[src/rtl/sopc_timer_slave_if.sv]
// sopc_timer_slave_if: data-RAM style bus (ce/we/addr/sel/data) plus timer interrupt line
interface sopc_timer_slave_if;
  logic        ce;
  logic        we;
  logic [31:0] addr;
  logic [3:0]  sel;
  logic [31:0] data_i;
  logic [31:0] data_o;
  logic        timer_irq_o;
  modport master (output ce, we, addr, sel, data_i, input data_o, timer_irq_o);
  modport slave (input ce, we, addr, sel, data_i, output data_o, timer_irq_o);
endinterface

[src/rtl/sopc_timer_slave.sv]
// sopc_timer_slave: memory-mapped 64-bit mtime/mtimecmp machine timer with level IRQ.
// Define SOPC_TIMER_PRESCALE_EN to tick mtime every PRESCALE-th enabled cycle.
module sopc_timer_slave #(
  parameter int unsigned PRESCALE = 4,
  parameter logic [63:0] CMP_RST = 64'hFFFF_FFFF_FFFF_FFFF
) (
  input logic clk,
  input logic rst,
  sopc_timer_slave_if.slave bus
);
  logic [63:0] mtime, mtimecmp, mtime_nx, cmp_nx;
  logic en, en_nx, tick, wr, pend;
  logic [2:0] idx;
  logic [31:0] mask;
  assign idx = bus.addr[4:2];
  assign wr = bus.ce & bus.we;
  assign mask = {{8{bus.sel[3]}}, {8{bus.sel[2]}}, {8{bus.sel[1]}}, {8{bus.sel[0]}}};
  assign pend = mtime >= mtimecmp;
  function automatic logic [31:0] merge(input logic [31:0] old, input logic [31:0] d, input logic [31:0] m);
    return (old & ~m) | (d & m);
  endfunction
`ifdef SOPC_TIMER_PRESCALE_EN
  localparam int unsigned PW = PRESCALE > 1 ? $clog2(PRESCALE) : 1;
  logic [PW-1:0] pcnt;
  logic unused_addr;
  assign tick = en & (pcnt == PW'(PRESCALE - 1));
  assign unused_addr = ^{bus.addr[31:5], bus.addr[1:0]};
  always_ff @(posedge clk)
    if (rst) pcnt <= '0;
    else if (en) pcnt <= tick ? '0 : pcnt + 1'b1;
`else
  logic unused_cfg;
  assign tick = en;
  assign unused_cfg = ^{bus.addr[31:5], bus.addr[1:0], PRESCALE == 0};
`endif
  // A store to either mtime half replaces that cycle's increment
  always_comb begin
    en_nx = (wr && idx == 3'd4 && bus.sel[0]) ? bus.data_i[0] : en;
    mtime_nx = mtime;
    cmp_nx = mtimecmp;
    if (wr && idx == 3'd0) mtime_nx[31:0] = merge(mtime[31:0], bus.data_i, mask);
    else if (wr && idx == 3'd1) mtime_nx[63:32] = merge(mtime[63:32], bus.data_i, mask);
    else if (tick) mtime_nx = mtime + 64'd1;
    if (wr && idx == 3'd2) cmp_nx[31:0] = merge(mtimecmp[31:0], bus.data_i, mask);
    if (wr && idx == 3'd3) cmp_nx[63:32] = merge(mtimecmp[63:32], bus.data_i, mask);
  end
  assign bus.data_o = (!bus.ce || bus.we) ? '0 :
                      idx == 3'd0 ? mtime[31:0] :
                      idx == 3'd1 ? mtime[63:32] :
                      idx == 3'd2 ? mtimecmp[31:0] :
                      idx == 3'd3 ? mtimecmp[63:32] :
                      idx == 3'd4 ? {30'd0, pend, en} : '0;
  always_ff @(posedge clk)
    if (rst) begin
      mtime <= '0;
      mtimecmp <= CMP_RST;
      en <= 1'b0;
      bus.timer_irq_o <= 1'b0;
    end else begin
      mtime <= mtime_nx;
      mtimecmp <= cmp_nx;
      en <= en_nx;
      bus.timer_irq_o <= en_nx & (mtime_nx >= cmp_nx);
    end
endmodule

[src/flat_wrapper.sv]
// flat-port wrapper written by rule: the top's interface ports become plain ports
module sopc_timer_slave_flat 
#(
  parameter int unsigned PRESCALE = 4,
  parameter logic [63:0] CMP_RST = 64'hFFFF_FFFF_FFFF_FFFF
)
  (clk, rst, bus_ce, bus_we, bus_addr, bus_sel, bus_data_i, bus_data_o, bus_timer_irq_o);
  sopc_timer_slave_if bus_i ();
  input logic clk;
  input logic rst;
  input wire logic [$bits(bus_i.ce)-1:0] bus_ce;
  input wire logic [$bits(bus_i.we)-1:0] bus_we;
  input wire logic [$bits(bus_i.addr)-1:0] bus_addr;
  input wire logic [$bits(bus_i.sel)-1:0] bus_sel;
  input wire logic [$bits(bus_i.data_i)-1:0] bus_data_i;
  output wire logic [$bits(bus_i.data_o)-1:0] bus_data_o;
  output wire logic [$bits(bus_i.timer_irq_o)-1:0] bus_timer_irq_o;
  assign bus_i.ce = bus_ce;
  assign bus_i.we = bus_we;
  assign bus_i.addr = bus_addr;
  assign bus_i.sel = bus_sel;
  assign bus_i.data_i = bus_data_i;
  assign bus_data_o = bus_i.data_o;
  assign bus_timer_irq_o = bus_i.timer_irq_o;
  sopc_timer_slave #(.PRESCALE(PRESCALE), .CMP_RST(CMP_RST)) u_core (.clk(clk), .rst(rst), .bus(bus_i));
endmodule
[config.mk]
export PLATFORM = sky130hd
export DESIGN_NAME = sopc_timer_slave_flat
export DESIGN_NICKNAME = d
export VERILOG_FILES = /design/src/rtl/sopc_timer_slave_if.sv /design/src/rtl/sopc_timer_slave.sv /design/src/flat_wrapper.sv
export SDC_FILE = /design/constraint.sdc
export NUM_CORES = 1
export LEC_CHECK = 0
export BUFFER_PORTS_ARGS = -buffer_cell sky130_fd_sc_hd__clkbuf_2
export CAP_MARGIN = 10
export CORE_MARGIN = 2
export CORE_UTILIZATION = 40
export CTS_BUF_LIST = sky130_fd_sc_hd__clkbuf_2
export DETAILED_ROUTE_END_ITERATION = 10
export PLACE_DENSITY_LB_ADDON = 0.2
export REMOVE_ABC_BUFFERS = 1
export SLEW_MARGIN = 25
export SYNTH_ARGS = -nofsm -noshare
export SYNTH_HDL_FRONTEND = slang
export SYNTH_SLANG_ARGS = --single-unit
[constraint.sdc]
create_clock -name clk -period 6.8 [get_ports clk]
set_input_delay 2.04 -clock clk [delete_from_list [all_inputs] [get_ports clk]]
set_output_delay 2.04 -clock clk [all_outputs]
set_load 0.02 [all_outputs]
Yosys cells after proc, flatten, opt, wreduce, memory -nomap -nowiden

Index checks and enable logic that the tools add are counted.

Add/subtract/negate cells: 1
Magnitude comparators: 2
Eq/ne operators: 4
Mux-type cells: 14
Bitwise logic cells: 12
Reductions and logical operators: 9

Operators by type and width:

| kind                                                | number |
|---|---|
| 2-to-1 mux 32 bit                                   | 11 |
| AND 32 bit                                          | 5 |
| >= comparator 64 bit                                | 2 |
| OR 32 bit                                           | 4 |
| adder 64 x 1 -> 64 bit, second input constant       | 1 |
| 2-to-1 mux 64 bit                                   | 1 |
| inverter 32 bit                                     | 1 |
| equality test 3 x 2 -> 1 bit, second input constant | 2 |
| logical AND 1 bit                                   | 6 |
| equality test 3 x 1 -> 1 bit, second input constant | 1 |
| equality test 3 bit, second input constant          | 1 |
| zero test 3 bit                                     | 1 |
| AND 1 bit                                           | 2 |
| 2-to-1 mux 2 bit                                    | 1 |
| zero test 1 bit                                     | 1 |
| logical OR 1 bit                                    | 1 |
| 2-to-1 mux 1 bit                                    | 1 |

Register bits after elaboration: 130
Bits of input ports: 72
Output and inout port bits: 33
Word-level logic and storage cells: 46

Longest topological paths before layout

Gate-level depths: netlist of run 1.

Word-level depth: 7
Mapped depth: 16
Gate-level depth less buffers: 14

Worst setup path before layout of run 1

OpenSTA, ideal clock, no wires.

Path kind: input to output
From: input bus_addr[2]
To: output bus_data_o[10]
Data arrival time: 3.537 ns
Slack: 1.223 ns
Stages on the path: 4
Buffers on the path: 2
Cells stage by stage: clkbuf_1 clkbuf_1 mux2i_1 a211oi_1

Cells in the longest elaborated chain, start to end: 6
Elaborated cells between the ends (all ways): 9
Classes of those cells: 3 x eq/ne; 5 x mux; 1 x reduce/logical

Ends and longest elaborated chain:

| element                      | line                   | source |
|---|---|---|
| from (decl)                  | flat_wrapper.sv:13     | `input wire logic [$bits(bus_i.addr)-1:0] bus_addr;` |
| equality test 3 x 2 -> 1 bit | sopc_timer_slave.sv:51 | `idx == 3'd3 ? mtimecmp[63:32] :` |
| 2-to-1 mux 32 bit            | sopc_timer_slave.sv:51 |  |
| 2-to-1 mux 32 bit            | sopc_timer_slave.sv:50 | `idx == 3'd2 ? mtimecmp[31:0] :` |
| 2-to-1 mux 32 bit            | sopc_timer_slave.sv:49 | `idx == 3'd1 ? mtime[63:32] :` |
| 2-to-1 mux 32 bit *          | sopc_timer_slave.sv:48 | `idx == 3'd0 ? mtime[31:0] :` |
| 2-to-1 mux 32 bit *          | sopc_timer_slave.sv:47 | `assign bus.data_o = (!bus.ce \|\| bus.we) ? '0 :` |
| to (decl)                    | flat_wrapper.sv:16     | `output wire logic [$bits(bus_i.data_o)-1:0] bus_data_o;` |

Mark *: on every way between the ends. The rest lies on a longest branch, timed or not.

Final worst setup path of run 1

From: input bus_addr[2]
To: output bus_data_o[1]

Cells in the longest elaborated chain, start to end: 7
Elaborated cells between the ends (all ways): 11
Classes of those cells: 4 x eq/ne; 6 x mux; 1 x reduce/logical

Ends and longest elaborated chain:

| element             | line                   | source |
|---|---|---|
| equality test 3 bit | sopc_timer_slave.sv:52 | `idx == 3'd4 ? {30'd0, pend, en} : '0;` |
| 2-to-1 mux 2 bit    | sopc_timer_slave.sv:52 |  |
| 2-to-1 mux 32 bit   | sopc_timer_slave.sv:51 |  |
| 2-to-1 mux 32 bit   | sopc_timer_slave.sv:50 |  |
| 2-to-1 mux 32 bit   | sopc_timer_slave.sv:49 |  |
| 2-to-1 mux 32 bit * | sopc_timer_slave.sv:48 |  |
| 2-to-1 mux 32 bit * | sopc_timer_slave.sv:47 |  |

Marks and branches as above.

==> results.txt, run 1 <==
----------------------------------------------------
[Route]
  Number of vias per cell ... 6.19
  Iteration-0 DRC count of the detailed router ... 1060
  First-pass detailed-route iteration total ... 7
  Average wire per standard cell ... 22.9 µm
  Via count of the routed design ... 11.4k
  Detail Route Antenna Nets ... 0
  DRC Markers ... 0
  Total wirelength of the detailed-routed design ... 42100 µm

[Power and ir drop]
  Cell internal power dissipation ... 962 µW
  Clock network fraction of design power ... 31.3%
  Peak supply drop ... 0.0701 mV
  Fraction of power spent switching nets ... 32.7%
  Pleak ... 0.00611 µW
  Combinational fraction of design power ... 13.4%
  Power consumption ... 1430 µW
  PD cells ... 120 nW/µm²
  Flop pwr share ... 55.3%
  NetSw ... 467 µW

[Timing]
  # setup viols final ... 0
  Max-slew violation count ... 0
  Worst hold slack after final layout ... 0.570 ns
  Fmax achieved ... 163 MHz
  Slew headroom ... 27.9%
  Post-route clock period utilization ... 90.1%
  Final Hold Viols ... 0
  Clk_skew ... 0.0563 ns
  Min Tclk post-route ... 6.13 ns
  RSZ-0062 raised after global routing ... false
  Setup TNS Final ... 0 ns
  Pin slew with the least headroom to its limit ... 1.07 ns

[Floorplan]
  Placeable Area ... 26800 µm²
  I/O pin count ... 105
  Die Area ... 28400 µm²
  Number of core rows ... 60
  Die width ... 169 µm
  Effective utilization at floorplan ... 40.4%
  Die Span Y ... 169 µm

[Global routing]
  Sum of overflow across all layers after global routing ... 0
  First-pass GRT wire length ... 64100 µm
  Via count of the first global-routing pass ... 10.8k
  Number of antenna violations at the first check in global routing ... 1
  Total routing resource utilization after global routing ... 29.6%
  Maximum number of pins on one net before global-route repair ... 49

[Final layout]
  Filler-free cell count of the finished design ... 1839
  Layout cell share with drive strength beyond 1 ... 11.3%
  Filler Cells Inserted ... 2803
  Sequential Area ... 2600 µm²
  Net count reported at finish ... 1685
  Area taken by multi-input logic gates ... 7660 µm²
  Finished Core Util ... 44.4%
  Area grow syn2layout ... 9.66%

[Critical path]
  Nature of the critical path endpoint ... output pin
  WP data arrival ... 4.09 ns
  Max FO, Critical Path ... 12
  R2R Path End ... u_core.bus.timer_irq_o
  CP cell instances ... clkbuf_2, nand2b_1, nor4_1, buf_4, nand3_1, a31oi_1, a221oi_1, nand2_1, clkbuf_2
  Crit Path Class ... input pin to output pin
  Top cell by count, worst path ... sky130_fd_sc_hd__clkbuf_2
  Type of element launching the critical path ... input pin
  Critical Path Slowest Stage Cell ... sky130_fd_sc_hd__a31oi_1
  Start point of the critical path ... bus_addr[2]
  Largest stage delay, worst path ... 0.34 ns
  Reg-to-reg setup timing slack ... 1.19 ns
  Beginning of the worst register-to-register path ... u_core.mtime[3]
  R2R cell count ... 12
  Data required time at the worst endpoint ... 4.76 ns

[Clock network]
  Clock latency on the worst-skew pair ... 0.74 ns
  CTS tree ... built
  Library cell used as clock root buffer ... sky130_fd_sc_hd__clkbuf_2
  H-tree level count ... 4
  Number of gates given a new drive strength after cts ... 0
  Total number of clock tree sinks ... 130
  Clock transition time at the flip-flop clock pins of the worst setup and hold paths ... 0.20 ns
  Maximum clock path buffer count ... 2
  Number of CTS-inserted buffers ... 17
  Post-CTS Setup Bufs ... 0
  CTS Hold Bufs ... 0

[Yosys]
  Ranking of synthesized cells by area ... sky130_fd_sc_hd__dfxtp_1, sky130_fd_sc_hd__ha_1, sky130_fd_sc_hd__mux2i_1
  Proportion of register bits with asynchronous set or reset after synthesis ... 0%
  Synthesis Warnings ... 0
  Average size of a mapped cell ... 7.66 µm²
  Top cell type's share of synthesized area ... 24.0%
  Top post-synthesis cells by count ... sky130_fd_sc_hd__nand2_1, sky130_fd_sc_hd__dfxtp_1, sky130_fd_sc_hd__ha_1
  Portion of the post-synthesis area used by sequential elements ... 24.0%
  Post-synth EDFFs ... 0
  Biggest area consumer among synthesized cells ... sky130_fd_sc_hd__dfxtp_1
  Post-Syn Area ... 10800 µm²
  Register bit count reported by yosys ... 130
  Most instantiated flip-flop cell in the synthesis netlist ... sky130_fd_sc_hd__dfxtp_1
  Synth Instances ... 1416
  Netlist cell types ... 73
  Most used standard cell by instance count after synthesis ... sky130_fd_sc_hd__nand2_1

[Outcome]
  Result of the run ... completed

[Worst hold path]
  Start point of the worst hold path ... u_core.mtimecmp[10]
  Destination of the worst hold path ... u_core.mtimecmp[10]
  Hold Crit Depth ... 2
  Hold Path Class ... register to register

[Run]
  Max-Cap Viols ... 0

[Placed design]
  Cells after DPL ... 1806
  Routability-driven placement congestion ratio ... 1.00
  Half-perimeter wire length after detailed placement ... 33200 µm
  Port-buffer cells ... 75

----------------------------------------------------
## registers in the layout (all words and copies together), names as in the netlist
signal and cells:
u_core.en 1, u_core.mtimecmp 64, u_core.bus.timer_irq_o 1, u_core.mtime 64
## stage by stage
step / setup slack [ns] / cell area [µm²]
finish: 0.675 / 11900
global route: 0.564 / 11900
CTS: 0.729 / 11900
detailed placement: 0.482 / 11700
global placement: 0.457 / 11700
floorplan: 0.483 / 10600
## worst max-delay path by stage
| stage | endpoint | slack (ns) | cells past startpoint |
|---|---|---|---|
| after floorplan | u_core.bus.timer_irq_o | 0.48 | 12 |
| final | bus_data_o[1] | 0.67 | 9 |
| after detailed placement | u_core.bus.timer_irq_o | 0.48 | 15 |
| after global placement | u_core.bus.timer_irq_o | 0.46 | 15 |
| after global routing | bus_data_o[1] | 0.56 | 8 |
| after CTS | bus_data_o[1] | 0.73 | 8 |
## critical path: cells and delay by family
kind / cells / cell delay (ns)
simple gates: 4 / 0.98
buf+inv: 3 / 0.58
compound gates: 2 / 0.47
## routing by layer
metal  share of wire [%]  global-route usage (%)  vias up
met5                   0                       0        -
met4                 3.4                    10.8        0
met3                 6.6                    5.28       79
met2                  46                    48.5      465
met1                  44                    39.2     5438
li1                    -                       -     5406
## power groups by stage
stage               Clock, µW  Sequential [µW]  Combinational (µW)
floorplan                   0              798                95.7
finish                    447              790                 192
detailed placement          0              804                 189
CTS                       459              789                 190
global placement            0              804                 188
global route              494              792                 209
## cells in the final DEF (no fill, tap or decap), types with 6 or more instances in the layout
master / count
sky130_fd_sc_hd__ha_1: 129
sky130_fd_sc_hd__nand3_1: 56
sky130_fd_sc_hd__o31ai_1: 15
sky130_fd_sc_hd__inv_1: 89
sky130_fd_sc_hd__and4_1: 6
sky130_fd_sc_hd__or4_1: 10
sky130_fd_sc_hd__o22ai_1: 12
sky130_fd_sc_hd__clkbuf_2: 94
sky130_fd_sc_hd__nor2_1: 121
sky130_fd_sc_hd__nor4_1: 30
sky130_fd_sc_hd__and3_1: 15
sky130_fd_sc_hd__nand2b_1: 9
sky130_fd_sc_hd__nand2_1: 158
sky130_fd_sc_hd__o21ai_0: 64
sky130_fd_sc_hd__dfxtp_1: 130
sky130_fd_sc_hd__a21o_1: 12
sky130_fd_sc_hd__nor3_1: 52
sky130_fd_sc_hd__or3_1: 17
sky130_fd_sc_hd__or2_2: 7
sky130_fd_sc_hd__a31oi_1: 14
sky130_fd_sc_hd__a221oi_1: 7
sky130_fd_sc_hd__buf_4: 35
sky130_fd_sc_hd__mux2i_1: 101
sky130_fd_sc_hd__a311oi_1: 6
sky130_fd_sc_hd__a21oi_1: 73
sky130_fd_sc_hd__nand4_1: 48
sky130_fd_sc_hd__and2_1: 22
sky130_fd_sc_hd__o21a_1: 18
sky130_fd_sc_hd__a211oi_1: 45
sky130_fd_sc_hd__o211ai_1: 7
## layout make-up
cell class / count / area share, %
diodes: 2 / 0.0421
clock buffers: 19 / 0.800
clock inverters: 12 / 0.789
inverters: 91 / 2.87
multi-input cells: 1133 / 64.5
flip-flops and latches: 130 / 21.9
well taps: 341 / 3.59
repair buffers: 111 / 5.54
## cells by family (layout without fill, tap and decap cells)
family / after synthesis / count (layout) / share of synthesized area, %
and+or+nand+nor: 574 / 574 / 26.1
muxes: 104 / 104 / 9.64
DFF: 130 / 130 / 24.0
AOI/OAI and AO/OA: 326 / 326 / 20.0
adders and majority gates: 129 / 129 / 14.9
buffers and inverters: 153 / 233 / 5.33
other: 0 / 2 / 0
Note: power is estimated with default switching activity, not from simulation.
==> inputs of run 2 (changes only) <==
Settings changed: ABC_AREA set to 1.
==> results.txt, run 2 <==
----------------------------------------------------
[Outcome]
  Result of the run ... completed

[Final layout]
  Layout cell share with drive strength beyond 1 ... 10.7%
  Area grow syn2layout ... 8.89%
  Largest registers ... u_core.mtime: 64 flops, u_core.mtimecmp: 64 flops
  Filler Cells Inserted ... 3111
  Net count reported at finish ... 2103
  Most frequent cells in the layout ... sky130_fd_sc_hd__nand2_1, sky130_fd_sc_hd__inv_1, sky130_fd_sc_hd__a21oi_1, sky130_fd_sc_hd__nor2_1, sky130_fd_sc_hd__dfxtp_1
  Filler-free cell count of the finished design ... 2300
  Most common library cell in the layout ignoring fill and taps ... sky130_fd_sc_hd__nand2_1
  Area taken by multi-input logic gates ... 8060 µm²
  Sequential Area ... 2600 µm²

[Timing]
  Worst hold slack after final layout ... 0.543 ns
  RSZ-0062 raised after global routing ... false
  Fmax achieved ... 168 MHz
  Setup TNS Final ... 0 ns
  Fin worst setup slack ... 0.836 ns
  Pin slew with the least headroom to its limit ... 0.799 ns
  Clk_skew ... 0.0632 ns
  Final Hold Viols ... 0
  Post-route clock period utilization ... 87.7%
  # setup viols final ... 0
  Slew headroom ... 46.7%
  Max-slew violation count ... 0
  Min Tclk post-route ... 5.96 ns

[Floorplan]
  Die Span Y ... 176 µm
  Die Area ... 30900 µm²
  Effective utilization at floorplan ... 40.8%
  Number of core rows ... 62
  I/O pin count ... 105
  Placeable Area ... 28900 µm²
  Die width ... 176 µm

[Critical path]
  WP data arrival ... 3.92 ns
  Crit Path Class ... input pin to output pin
  Max FO, Critical Path ... 7
  Beginning of the worst register-to-register path ... u_core.mtime[43]
  Reg-to-reg setup timing slack ... 2.76 ns
  R2R cell count ... 20
  Data required time at the worst endpoint ... 4.76 ns
  Nature of the critical path endpoint ... output pin
  R2R Path End ... u_core.bus.timer_irq_o
  Type of element launching the critical path ... input pin

[Yosys]
  Register bit count reported by yosys ... 130
  Multiplexer area fraction after synthesis ... 0.254%
  Biggest area consumer among synthesized cells ... sky130_fd_sc_hd__dfxtp_1
  Synth Instances ... 1856
  Compound-cell area share of the yosys netlist ... 21.5%
  Ranking of synthesized cells by area ... sky130_fd_sc_hd__dfxtp_1, sky130_fd_sc_hd__nand2_1, sky130_fd_sc_hd__ha_1
  Netlist cell types ... 50
  Post-Syn Area ... 11800 µm²
  Most used standard cell by instance count after synthesis ... sky130_fd_sc_hd__nand2_1
  Average size of a mapped cell ... 6.37 µm²
  Most instantiated flip-flop cell in the synthesis netlist ... sky130_fd_sc_hd__dfxtp_1
  Top cell type's share of synthesized area ... 22.0%
  Top post-synthesis cells by count ... sky130_fd_sc_hd__nand2_1, sky130_fd_sc_hd__inv_1, sky130_fd_sc_hd__a21oi_1
  Synthesis Warnings ... 0
  XOR/XNOR share of the synthesized area ... 2.30%
  Proportion of register bits with asynchronous set or reset after synthesis ... 0%
  Adder-cell share of the synthesized area ... 13.7%
  Area share of and/or/nand/nor cells after synthesis ... 30.5%
  Dominant combinational cell family by area after synthesis ... simple AND/OR/NAND/NOR gates
  Portion of the post-synthesis area used by sequential elements ... 22.0%
  Post-synth EDFFs ... 0

[Clock network]
  Number of CTS-inserted buffers ... 17
  Library cell used as clock root buffer ... sky130_fd_sc_hd__clkbuf_2
  Clock latency on the worst-skew pair ... 0.83 ns
  Total number of clock tree sinks ... 130
  Clock transition time at the flip-flop clock pins of the worst setup and hold paths ... 0.21 ns
  Post-CTS Setup Bufs ... 0
  H-tree level count ... 4
  CTS tree ... built
  CTS Hold Bufs ... 0
  Maximum clock path buffer count ... 2
  Number of gates given a new drive strength after cts ... 0

[Worst hold path]
  Start point of the worst hold path ... u_core.mtimecmp[60]
  Hold Crit Depth ... 2
  Hold Path Class ... register to register
  Destination of the worst hold path ... u_core.mtimecmp[60]

[Route]
  Post-Route M1 WL ... 21200 µm
  DRC Markers ... 0
  Via count of the routed design ... 13.3k
  First-pass detailed-route iteration total ... 6
  Average wire per standard cell ... 20.9 µm
  Number of vias per cell ... 5.78
  Amount of wire on met2 after detailed routing ... 20600 µm
  Iteration-0 DRC count of the detailed router ... 1329
  Met3 routed WL ... 4550 µm
  Total wirelength of the detailed-routed design ... 48100 µm
  Detail Route Antenna Nets ... 0
  Uppermost signal routing layer after detailed routing ... met4

[Global routing]
  Number of antenna violations at the first check in global routing ... 1
  Via count of the first global-routing pass ... 12.4k
  Sum of overflow across all layers after global routing ... 0
  First-pass GRT wire length ... 71900 µm
  Maximum number of pins on one net before global-route repair ... 60
  Total routing resource utilization after global routing ... 30.8%

[Power and ir drop]
  Peak supply drop ... 0.106 mV
  Power consumption ... 1650 µW
  Pleak ... 0.00644 µW
  PD cells ... 129 nW/µm²

[Placed design]
  Pre-CTS setup slack ... 0.875 ns
  Cells after DPL ... 2267
  Routability-driven placement congestion ratio ... 1.01
  Port-buffer cells ... 75
  Half-perimeter wire length after detailed placement ... 36800 µm

[Run]
  Max-Cap Viols ... 0

----------------------------------------------------
## run 2: where the power goes
group | internal (µW) | leakage [µW] | total [µW] | switching (µW)
logic | 72.9 | 0.00523 | 238 | 165
clock network | 275 | 0.000164 | 622 | 346
registers | 775 | 0.00105 | 795 | 20.0
total | 1120 | 0.00644 | 1650 | 531
## run 2: cells by family after synthesis
family	Yosys count
buffers and inverters	299
muxes	3
AOI/OAI and AO/OA	441
DFF	130
adders and majority gates	129
and+or+nand+nor	823
xor gates and xnor gates	31
## run 2: worst max-delay path by stage
stage | startpoint | to | slack (ns) | cells after the start
2_1_floorplan | bus_addr[3] | bus_data_o[0] | 0.85 | 5
3_3_place_gp | bus_addr[2] | bus_data_o[20] | 0.88 | 6
3_5_place_dp | bus_addr[2] | bus_data_o[20] | 0.87 | 6
4_1_cts | bus_addr[2] | bus_data_o[20] | 0.87 | 6
5_1_grt | bus_addr[2] | bus_data_o[20] | 0.77 | 8
6_report | bus_addr[2] | bus_data_o[20] | 0.84 | 6
## run 2: area by class of cell
cell class | instances | share of cell area [%]
antenna | 1 | 0.0194
clock buffer | 19 | 0.739
clock inverter | 13 | 1.48
inverter | 222 | 6.47
multi-input combinational | 1427 | 62.6
sequential | 130 | 20.2
tap | 384 | 3.73
timing repair buffer | 104 | 4.71
## run 2: stage by stage
| stage | util (%) | instance area [µm²] |
|---|---|---|
| 2_1_floorplan | - | 11500 |
| 3_3_place_gp | 43.5 | 12600 |
| 3_5_place_dp | 43.5 | 12600 |
| 4_1_cts | 44.5 | 12900 |
| 5_1_grt | 44.5 | 12900 |
| 6_report | 44.5 | 12900 |
## run 2: worst max-delay path, cell delays in order
cell,delay (ns)
sky130_fd_sc_hd__clkbuf_2,0.26
sky130_fd_sc_hd__nand3_1,0.27
sky130_fd_sc_hd__inv_1,0.49
sky130_fd_sc_hd__a22oi_1,0.20
sky130_fd_sc_hd__a221oi_1,0.40
sky130_fd_sc_hd__clkbuf_2,0.25
## run 2: layer usage
layer  vias to the layer above  GRT usage [%]
met5                         -              0
li1                       6341              -
met3                       102           5.76
met2                       681           47.8
met1                      6173           42.5
met4                         0           11.1
==> inputs of run 3 (changes only) <==
Settings changed: MAX_ROUTING_LAYER set to met4, RECOVER_POWER set to 100, SKIP_LAST_GASP set to 1.
==> results.txt, run 3 (synthesis gave the netlist of run 2 again) <==
----------------------------------------------------
[Outcome]
  Result of the run ... complete, but fails checks
  Failing checks ... capacitance limit, slew limit

[Timing]
  Min Tclk post-route ... 6.19 ns
  # setup viols final ... 0
  Fmax achieved ... 161 MHz
  Max-slew violation count ... 55
  Clk_skew ... 0.0608 ns
  Final Hold Viols ... 0
  RSZ-0062 raised after global routing ... false
  Post-route clock period utilization ... 91.1%
  Setup TNS Final ... 0 ns
  Pin slew with the least headroom to its limit ... 1.67 ns
  Slew headroom ... -11.2%

[Worst hold path]
  Hold Crit Depth ... 2
  Start point of the worst hold path ... u_core.mtimecmp[57]
  Destination of the worst hold path ... u_core.mtimecmp[57]
  Hold Path Class ... register to register

[Route]
  First-pass detailed-route iteration total ... 8
  Total wirelength of the detailed-routed design ... 48000 µm
  Via count of the routed design ... 13.4k
  DRC Markers ... 0
  Number of vias per cell ... 5.81
  Average wire per standard cell ... 20.9 µm
  Iteration-0 DRC count of the detailed router ... 1493
  Detail Route Antenna Nets ... 0

[Clock network]
  Maximum clock path buffer count ... 2
  H-tree level count ... 4
  Clock latency on the worst-skew pair ... 0.81 ns
  CTS tree ... built
  Library cell used as clock root buffer ... sky130_fd_sc_hd__clkbuf_2
  Total number of clock tree sinks ... 130
  CTS Hold Bufs ... 0
  Clock transition time at the flip-flop clock pins of the worst setup and hold paths ... 0.26 ns
  Number of gates given a new drive strength after cts ... 0
  Number of CTS-inserted buffers ... 17
  Post-CTS Setup Bufs ... 0

[Critical path]
  WP data arrival ... 4.15 ns
  Cell family with most CP delay ... buffers and inverters
  Beginning of the worst register-to-register path ... u_core.mtime[32]
  Critical path buffers and inverters ... 4
  Nature of the critical path endpoint ... output pin
  Reg-to-reg setup timing slack ... 2.69 ns
  Type of element launching the critical path ... input pin
  Critical Path Slowest Stage Cell ... sky130_fd_sc_hd__inv_1
  Max FO, Critical Path ... 16
  R2R Path End ... u_core.bus.timer_irq_o
  Data required time at the worst endpoint ... 4.76 ns
  R2R cell count ... 19
  Largest stage delay, worst path ... 0.49 ns
  Crit Path Class ... input pin to output pin
  CP cell instances ... clkbuf_2, nor2_1, nand2_1, inv_1, buf_4, a21oi_1, a221oi_1, clkbuf_1

[Power and ir drop]
  Pleak ... 0.00627 µW
  Peak supply drop ... 0.0873 mV
  PD cells ... 125 nW/µm²

[Final layout]
  Area grow syn2layout ... 7.72%
  Most common library cell in the layout ignoring fill and taps ... sky130_fd_sc_hd__nand2_1
  Largest registers ... u_core.mtime: 64 flops, u_core.mtimecmp: 64 flops
  Filler-free cell count of the finished design ... 2299
  Most frequent cells in the layout ... sky130_fd_sc_hd__nand2_1, sky130_fd_sc_hd__inv_1, sky130_fd_sc_hd__a21oi_1, sky130_fd_sc_hd__nor2_1, sky130_fd_sc_hd__dfxtp_1
  Net count reported at finish ... 2102
  Layout cell share with drive strength beyond 1 ... 8.05%

[Global routing]
  Via count of the first global-routing pass ... 12.4k
  Total routing resource utilization after global routing ... 31.9%
  Sum of overflow across all layers after global routing ... 0
  Number of antenna violations at the first check in global routing ... 1
  First-pass GRT wire length ... 72600 µm
  Maximum number of pins on one net before global-route repair ... 60

[Placed design]
  Routability-driven placement congestion ratio ... 1.04
  Port-buffer cells ... 75
  Cells after DPL ... 2266
  Half-perimeter wire length after detailed placement ... 36600 µm

[Floorplan]
  Die Span Y ... 176 µm
  Effective utilization at floorplan ... 40.8%
  Number of core rows ... 62
  Die width ... 176 µm
  Placeable Area ... 28900 µm²
  I/O pin count ... 105
  Die Area ... 30900 µm²

[Run]
  Max-Cap Viols ... 2

----------------------------------------------------
-- run 3: changes by cell type in the layout (fill, tap and decap cells not counted), moves of 8 or more --
cell                       delta
sky130_fd_sc_hd__and2_1       -8
sky130_fd_sc_hd__o21ai_1      -9
sky130_fd_sc_hd__clkbuf_1    +42
sky130_fd_sc_hd__o21ai_0      +9
sky130_fd_sc_hd__buf_4       -11
sky130_fd_sc_hd__clkbuf_2    -33
sky130_fd_sc_hd__and2_0       +8
-- run 3: final cells by class --
cell class | count | area, µm²
antenna | 1 | 2.50
clock buffer | 18 | 90.1
clock inverter | 14 | 165
fill | 3169 | 16200
inverter | 222 | 833
multi-input combinational | 1427 | 8040
sequential | 130 | 2600
tap | 384 | 480
timing repair buffer | 103 | 520
-- run 3: tightest hold or removal path: stages, from the launching register on --
cell and delay, ns:
sky130_fd_sc_hd__dfxtp_1 0.39, sky130_fd_sc_hd__o22ai_1 0.09, sky130_fd_sc_hd__nand2_1 0.06
-- run 3: worst max path at each step --
stage,start,endpoint,slack (ns),cells past startpoint
finish,bus_addr[2],bus_data_o[20],0.61,8
global route,bus_addr[2],bus_data_o[20],0.45,8
CTS,bus_addr[2],bus_data_o[20],0.84,6
detailed placement,bus_addr[2],bus_data_o[20],0.84,6
global placement,bus_addr[2],bus_data_o[20],0.89,6
floorplan,bus_addr[3],bus_data_o[0],0.85,5
-- run 3: where the power goes --
group / leakage (µW) / internal [µW] / switching, µW
Sequential: 0.00105 / 775 / 20.1
Combinational: 0.00508 / 69.9 / 164
Clock: 0.000145 / 205 / 362
-- run 3: per-stage QoR --
stage | total power, µW | worst slack (ns) | hold slack, ns | instance area, µm² | util, %
4_1_cts | 1590 | 0.841 | 0.541 | 12800 | 44.3
3_5_place_dp | 1040 | 0.839 | 0.491 | 12600 | 43.5
5_1_grt | 1650 | 0.445 | 0.575 | 12700 | 44.0
3_3_place_gp | 1040 | 0.891 | 0.488 | 12600 | 43.5
6_report | 1600 | 0.606 | 0.540 | 12700 | 44.0
2_1_floorplan | 935 | 0.855 | 0.470 | 11500 | -
-- run 3: per-layer routing --
layer | part of all wire (%) | routed length [µm] | global-route usage [%]
met5 | 0 | 0 | -
met4 | 3.5 | 1700 | 11.4
met3 | 9.2 | 4400 | 4.85
met2 | 42 | 20400 | 47.2
met1 | 45 | 21500 | 44.0
